### config.mk
export PLATFORM = sky130hd
export DESIGN_NAME = pixel_readout_scheduler_flat
export DESIGN_NICKNAME = d
export VERILOG_FILES = /design/src/rtl/pixel_readout_scheduler_if.sv /design/src/rtl/pixel_readout_scheduler.sv /design/src/flat_wrapper.sv
export SDC_FILE = /design/constraint.sdc
export NUM_CORES = 1
export LEC_CHECK = 0
export ABC_AREA = 1
export CELL_PAD_IN_SITES_DETAIL_PLACEMENT = 1
export CELL_PAD_IN_SITES_GLOBAL_PLACEMENT = 2
export CORE_MARGIN = 1
export CORE_UTILIZATION = 30
export CTS_CLUSTER_DIAMETER = 80
export DETAILED_ROUTE_END_ITERATION = 10
export GPL_TIMING_DRIVEN = 0
export PLACE_DENSITY_LB_ADDON = 0.12
export SETUP_SLACK_MARGIN = 0.2
export SYNTH_ARGS = -nofsm -noshare
export SYNTH_HDL_FRONTEND = slang
export SYNTH_SLANG_ARGS = --single-unit
### constraint.sdc
create_clock -name clk -period 3.7 [get_ports clk]
set_input_delay 0.925 -clock clk [delete_from_list [all_inputs] [get_ports clk]]
set_output_delay 0.925 -clock clk [all_outputs]
set_load 0.005 [all_outputs]
### src/rtl/pixel_readout_scheduler_if.sv
// Byte-wide valid/ready packet stream between the readout scheduler and the pad serializer.
interface pixel_readout_scheduler_if;
   logic [7:0] out_data;
   logic       out_valid;
   logic       out_ready;
   logic       out_last;

   modport master (output out_data, output out_valid, output out_last, input out_ready);
   modport slave  (input out_data, input out_valid, input out_last, output out_ready);
endinterface

### src/rtl/pixel_readout_scheduler.sv
// Round-robin readout of per-pixel period captures as framed packets (header + period bytes).
// Optional trailing XOR checksum beat enabled by defining PIXEL_READOUT_CHECKSUM_EN.
module pixel_readout_scheduler #(
   parameter int PIXELS       = 8,
   parameter int COUNTER_BITS = 12
) (
   input  logic                           clk,
   input  logic                           rst,
   input  logic                           enable,
   input  logic [PIXELS*COUNTER_BITS-1:0] period_in,
   input  logic [PIXELS-1:0]              period_valid,
   input  logic                           clear_overrun,
   pixel_readout_scheduler_if.master      out_if,
   output logic [PIXELS-1:0]              pending,
   output logic [PIXELS-1:0]              overrun
);
   localparam int PAYLOAD_BYTES = (COUNTER_BITS + 7) / 8;
   localparam int TX_BITS       = PAYLOAD_BYTES * 8;
   localparam int PTR_W         = (PIXELS > 1) ? $clog2(PIXELS) : 1;
   localparam int CW            = PTR_W + 1;
   localparam int IDX_W         = (PAYLOAD_BYTES > 1) ? $clog2(PAYLOAD_BYTES) : 1;
   localparam logic [IDX_W-1:0] LAST_IDX = IDX_W'(PAYLOAD_BYTES - 1);
   localparam logic [PTR_W-1:0] LAST_CH  = PTR_W'(PIXELS - 1);
`ifdef PIXEL_READOUT_CHECKSUM_EN
   localparam bit CSUM_EN = 1'b1;
`else
   localparam bit CSUM_EN = 1'b0;
`endif

   typedef enum logic [1:0] {IDLE = 2'd0, HEADER = 2'd1, PAYLOAD = 2'd2, CHECK = 2'd3} state_t;

   // idx counts bytes from the most significant end of the tx register
   function automatic logic [7:0] tx_byte(input logic [TX_BITS-1:0] v, input logic [IDX_W-1:0] idx);
      logic [7:0] b;
      b = 8'h00;
      for (int k = 0; k < PAYLOAD_BYTES; k++) begin
         b = (idx == IDX_W'(PAYLOAD_BYTES - 1 - k)) ? v[k*8 +: 8] : b;
      end
      return b;
   endfunction

   logic [COUNTER_BITS-1:0] cap_r [PIXELS];
   logic [PIXELS-1:0]       pending_r;
   logic [PIXELS-1:0]       overrun_r;
   state_t                  state_r;
   logic [PTR_W-1:0]        ptr_r;
   logic [TX_BITS-1:0]      tx_r;
   logic [IDX_W-1:0]        byte_idx_r;
   logic [7:0]              csum_r;
   logic [7:0]              out_data_r;
   logic                    out_valid_r;
   logic                    out_last_r;

   logic                    grant_found_s;
   logic [PTR_W-1:0]        grant_idx_s;
   logic [CW-1:0]           cand_wide_s;
   logic [PTR_W-1:0]        cand_s;
   logic                    hit_s;
   logic                    grant_fire_s;
   logic [PIXELS-1:0]       grant_sel_s;

   // Pick the first pending channel at or after the round-robin pointer
   always_comb begin
      grant_found_s = 1'b0;
      grant_idx_s   = '0;
      cand_wide_s   = '0;
      cand_s        = '0;
      hit_s         = 1'b0;
      for (int k = 0; k < PIXELS; k++) begin
         cand_wide_s   = {1'b0, ptr_r} + CW'(k);
         cand_s        = (cand_wide_s >= CW'(PIXELS)) ? PTR_W'(cand_wide_s - CW'(PIXELS))
                                                      : cand_wide_s[PTR_W-1:0];
         hit_s         = !grant_found_s && pending_r[cand_s];
         grant_idx_s   = hit_s ? cand_s : grant_idx_s;
         grant_found_s = grant_found_s | hit_s;
      end
   end

   assign grant_fire_s = (state_r == IDLE) && enable && grant_found_s;

   // One-hot view of the channel being granted this cycle
   always_comb begin
      grant_sel_s = '0;
      for (int i = 0; i < PIXELS; i++) begin
         grant_sel_s[i] = grant_fire_s && (grant_idx_s == PTR_W'(i));
      end
   end

   // Capture registers, pending flags and sticky overrun flags; a fresh capture beats a grant clear
   always_ff @(posedge clk) begin
      if (rst) begin
         for (int i = 0; i < PIXELS; i++) begin
            cap_r[i] <= '0;
         end
         pending_r <= '0;
         overrun_r <= '0;
      end else begin
         for (int i = 0; i < PIXELS; i++) begin
            if (period_valid[i]) begin
               cap_r[i]     <= period_in[i*COUNTER_BITS +: COUNTER_BITS];
               pending_r[i] <= 1'b1;
            end else if (grant_sel_s[i]) begin
               pending_r[i] <= 1'b0;
            end
            if (period_valid[i] && pending_r[i] && !grant_sel_s[i]) begin
               overrun_r[i] <= 1'b1;
            end else if (clear_overrun) begin
               overrun_r[i] <= 1'b0;
            end
         end
      end
   end

   // Packet FSM with registered stream outputs; outputs only move on a handshake
   always_ff @(posedge clk) begin
      if (rst) begin
         state_r     <= IDLE;
         ptr_r       <= '0;
         tx_r        <= '0;
         byte_idx_r  <= '0;
         csum_r      <= 8'h00;
         out_data_r  <= 8'h00;
         out_valid_r <= 1'b0;
         out_last_r  <= 1'b0;
      end else begin
         case (state_r)
            IDLE: begin
               if (grant_fire_s) begin
                  tx_r        <= TX_BITS'(cap_r[grant_idx_s]);
                  ptr_r       <= (grant_idx_s == LAST_CH) ? '0 : grant_idx_s + PTR_W'(1);
                  out_data_r  <= {3'b101, 5'(grant_idx_s)};
                  csum_r      <= {3'b101, 5'(grant_idx_s)};
                  out_valid_r <= 1'b1;
                  out_last_r  <= 1'b0;
                  state_r     <= HEADER;
               end
            end
            HEADER: begin
               if (out_if.out_ready) begin
                  byte_idx_r <= '0;
                  out_data_r <= tx_byte(tx_r, '0);
                  out_last_r <= !CSUM_EN && (PAYLOAD_BYTES == 1);
                  state_r    <= PAYLOAD;
               end
            end
            PAYLOAD: begin
               if (out_if.out_ready) begin
                  csum_r <= csum_r ^ out_data_r;
                  if (byte_idx_r == LAST_IDX) begin
`ifdef PIXEL_READOUT_CHECKSUM_EN
                     out_data_r  <= csum_r ^ out_data_r;
                     out_last_r  <= 1'b1;
                     state_r     <= CHECK;
`else
                     out_data_r  <= 8'h00;
                     out_valid_r <= 1'b0;
                     out_last_r  <= 1'b0;
                     state_r     <= IDLE;
`endif
                  end else begin
                     byte_idx_r <= byte_idx_r + IDX_W'(1);
                     out_data_r <= tx_byte(tx_r, byte_idx_r + IDX_W'(1));
                     out_last_r <= !CSUM_EN && ((byte_idx_r + IDX_W'(1)) == LAST_IDX);
                  end
               end
            end
            CHECK: begin
               if (out_if.out_ready) begin
                  out_data_r  <= 8'h00;
                  out_valid_r <= 1'b0;
                  out_last_r  <= 1'b0;
                  state_r     <= IDLE;
               end
            end
            default: begin
               out_data_r  <= 8'h00;
               out_valid_r <= 1'b0;
               out_last_r  <= 1'b0;
               state_r     <= IDLE;
            end
         endcase
      end
   end

   assign out_if.out_data  = out_data_r;
   assign out_if.out_valid = out_valid_r;
   assign out_if.out_last  = out_last_r;
   assign pending          = pending_r;
   assign overrun          = overrun_r;
endmodule

### src/flat_wrapper.sv
// flat-port wrapper written by rule: the top's interface ports become plain ports
module pixel_readout_scheduler_flat 
#(
   parameter int PIXELS       = 8,
   parameter int COUNTER_BITS = 12
)
  (clk, rst, enable, period_in, period_valid, clear_overrun, pending, overrun, out_if_out_data, out_if_out_valid, out_if_out_last, out_if_out_ready);
  pixel_readout_scheduler_if out_if_i ();
  input  logic clk;
  input  logic rst;
  input  logic enable;
  input  logic [PIXELS*COUNTER_BITS-1:0] period_in;
  input  logic [PIXELS-1:0] period_valid;
  input  logic clear_overrun;
  output logic [PIXELS-1:0] pending;
  output logic [PIXELS-1:0] overrun;
  output wire logic [$bits(out_if_i.out_data)-1:0] out_if_out_data;
  output wire logic [$bits(out_if_i.out_valid)-1:0] out_if_out_valid;
  output wire logic [$bits(out_if_i.out_last)-1:0] out_if_out_last;
  input wire logic [$bits(out_if_i.out_ready)-1:0] out_if_out_ready;
  assign out_if_out_data = out_if_i.out_data;
  assign out_if_out_valid = out_if_i.out_valid;
  assign out_if_out_last = out_if_i.out_last;
  assign out_if_i.out_ready = out_if_out_ready;
  pixel_readout_scheduler #(.PIXELS(PIXELS), .COUNTER_BITS(COUNTER_BITS)) u_core (.clk(clk), .rst(rst), .enable(enable), .period_in(period_in), .period_valid(period_valid), .clear_overrun(clear_overrun), .out_if(out_if_i), .pending(pending), .overrun(overrun));
endmodule
==> results.json <==
{
  "outcome": "finished clean",
  "wl_met2_um": 11750,
  "viasPerCell": 4.483,
  "synth_top_area_cell": "edfxtp_1",
  "final_common_cell": "nand2_1",
  "highest_layer": "met4",
  "ys_seq_area_share_pct": 51.66,
  "crit_arrival_ns": 3.60,
  "drtPass1Iterations": 4,
  "yosys_warnings": 0,
  "ys_types": 37,
  "synth_nets": 1046,
  "wl_per_cell_um": 16.57,
  "cp.required_ns": 4.02,
  "die_w_um": 157.8,
  "ys_seq_elements": 140,
  "final_max_slew_viol_count": 0,
  "min_period_ns": 3.274,
  "min_path_type": "flop to flop",
  "pin_count": 135,
  "cts_buffer_depth": 2,
  "die_area_um2": 24910,
  "gr-usage-all-layers_pct": 20.10,
  "cts-root-buf": "clkbuf_16",
  "synth_area_leaders": "edfxtp_1 (40%), nand2_1 (13%), dfxtp_1 (12%)",
  "drive_gt1_share_pct": 9.222,
  "syn_to_final_growth_pct": 33.80,
  "post-place-cells": 1387,
  "critical_path.most_common_cell": "nand2_1",
  "htreeDepth": 4,
  "worst-path-max-fanout": 10,
  "via_count": 6388,
  "antennaDiodeCount": 0,
  "timing.hold.ws_ns": 0.4642,
  "maxCapViolCount": 0,
  "fin_nets": 1205,
  "clock_skew_ns": 0.01205,
  "async_flop_share_pct": 0,
  "dp_hpwl_um": 18420,
  "cts_buffers": 17,
  "worst_pin_slew_ns": 0.7270,
  "setup_viol": 0,
  "grt_pass1_vias": 6536,
  "hold_buffers": 0,
  "path_cells": "buf_6, inv_2, buf_6, ha_4, inv_4, nand3_1, nand3_2, nand2_2, nor2_4, nand3_2, nor3_4, buf_4, nand3_1, nand3_4, buf_4, inv_2, buf_6, nand2_1, nand2_1, nand2_1, nand3_1, nand2_1, inv_1",
  "core-area_um2": 23610,
  "finalHoldViolCount": 0,
  "maxSlewHeadroom_pct": 51.42,
  "place_congestion": 0.7996,
  "grt_max_degree": 17,
  "drt-initial-drc-count": 201,
  "drc": 0,
  "antenna_found_initial": 0,
  "period_share_pct": 88.48,
  "syn_area_per_cell_um2": 7.801,
  "ant_nets": 0,
  "start_util_pct": 30.86,
  "m1WireLength_um": 10810,
  "slowest_delay_ns": 0.35,
  "final_cells": 1425,
  "portBuffers": 134,
  "grt_pass1_wl_um": 36410,
  "clock_latency_ns": 0.43,
  "netlist_instances": 934,
  "cts_tree": "yes",
  "gr-total-overflow": 0,
  "die-height_um": 157.8,
  "clkSlewWorstSetupHoldPaths_ns": 0.07,
  "slowest_stage": "dfxtp_1",
  "p_leak_nw": 4.593,
  "synth_top_area_share_pct": 39.57,
  "row_count": 56,
  "most-common-layout-cells": "nand2_1 (255), inv_1 (169), clkdlybuf4s50_1 (134)",
  "p_per_area_nw_per_um2": 937.2,
  "drt-total-wl_um": 23620,
  "worstSetupPathType": "flop to flop",
  "wl_met3_um": 889,
  "cts_sinks": 140,
  "start_kind": "flop",
  "syn-cell-area_um2": 7286,
  "synth_ff_type": "edfxtp_1",
  "rsz0062_at_grt": "false",
  "vdd_drop_max_mv": 0.5049,
  "synth_edf_count": 96,
  "endpoint_kind": "flop",
  "max_freq_mhz": 305.5
}
routing by layer:
layer  global-route usage [%]  up-vias
li1                         -     3249
met1                    25.74     2998
met2                    34.68      130
met3                    3.750       11
met4                    4.947        0
met5                        0        -
power by group:
part	switching [mW]	total [mW]	internal (mW)	leakage [nW]
clock network	0.723	1.73	1.00	0.284
logic	3.61	5.45	1.83	2.92
registers	0.0943	1.96	1.87	1.39
timing repair:
action / CTS / global route
buffers inserted: 0 / 6
gates cloned: 0 / 0
pin swaps: 0 / 4
endpoints found under the setup margin: 28 / 27
resized for setup: 8 / 22
sequential cells by signal, indices dropped and copies added (netlist names):
name / flops
u_core.out_if.out_valid: 1
u_core.overrun: 8
u_core.cap_r: 96
u_core.ptr_r: 3
u_core.out_if.out_last: 1
u_core.state_r: 2
u_core.out_if.out_data: 8
u_core.pending: 8
u_core.byte_idx_r: 1
u_core.tx_r: 12
worst paths after layout:
path / to / depth (start not counted) / slack [ns] / from
hold / removal: u_core.out_if.out_data[1] / 2 / 0.46 / u_core.out_if.out_data[1]
setup reg to reg: u_core.tx_r[3] / 23 / 0.43 / u_core.ptr_r[0]
setup / recovery: u_core.tx_r[3] / 23 / 0.43 / u_core.ptr_r[0]
hold reg to reg: u_core.out_if.out_data[1] / 2 / 0.46 / u_core.out_if.out_data[1]
final cells by class:
type                    instances  area (um^2)
multi-input cells             578         2685
repair buffers                140         1386
plain buffers                  41        267.8
well taps                     319        399.1
clock buffers                  17        425.4
inverters                     175        659.4
clock inverters                15        161.4
flip-flops and latches        140         3764
fillers                      2883        13860
per-stage QoR:
step           utilization, %  setup slack [ns]  instance area (um^2)  TNS [ns]  power, mW
2_1_floorplan               -            0.7123                  7286         0      5.309
3_3_place_gp            38.23           -0.1396                  9026   -0.3067      7.087
3_5_place_dp            38.23           -0.1334                  9026   -0.3079      7.139
4_1_cts                 40.80            0.2060                  9633         0      8.971
5_1_grt                 41.28            0.2024                  9748         0      9.893
6_report                41.28            0.4262                  9748         0      9.136
synth_stat cells (3+ instances only):
library cell  number
dfxtp_1           44
or2_2              6
nand3b_1          12
nand2_1          256
o21ai_1            3
a21oi_1           16
inv_1            171
buf_2             13
inv_2              4
a22oi_1            3
edfxtp_1          96
o21ai_0           19
buf_6              6
clkbuf_1          15
nand3_1          114
nand3_2            3
nor2_1           109
ha_1               3
nor2_2             3
nand4_1            5
a31oi_1            5
nand2_2            5
buf_4              6
logic make-up after synthesis:
family,count (synthesis),share of synthesized area (%)
compound gates,53,4.156
xor+xnor,4,0.4809
fa+ha+maj,3,0.5153
buf+inv,216,12.28
flops,140,51.66
simple gates,518,30.91
critical path, delay by kind of cell (launching register included):
| kind | cells | cell delay, ns |
|---|---|---|
| adders and majority gates | 1 | 0.28 |
| buffers and inverters | 9 | 1.00 |
| DFF | 1 | 0.35 |
| and+or+nand+nor | 13 | 1.52 |
Note: power is estimated with default switching activity, not from simulation.
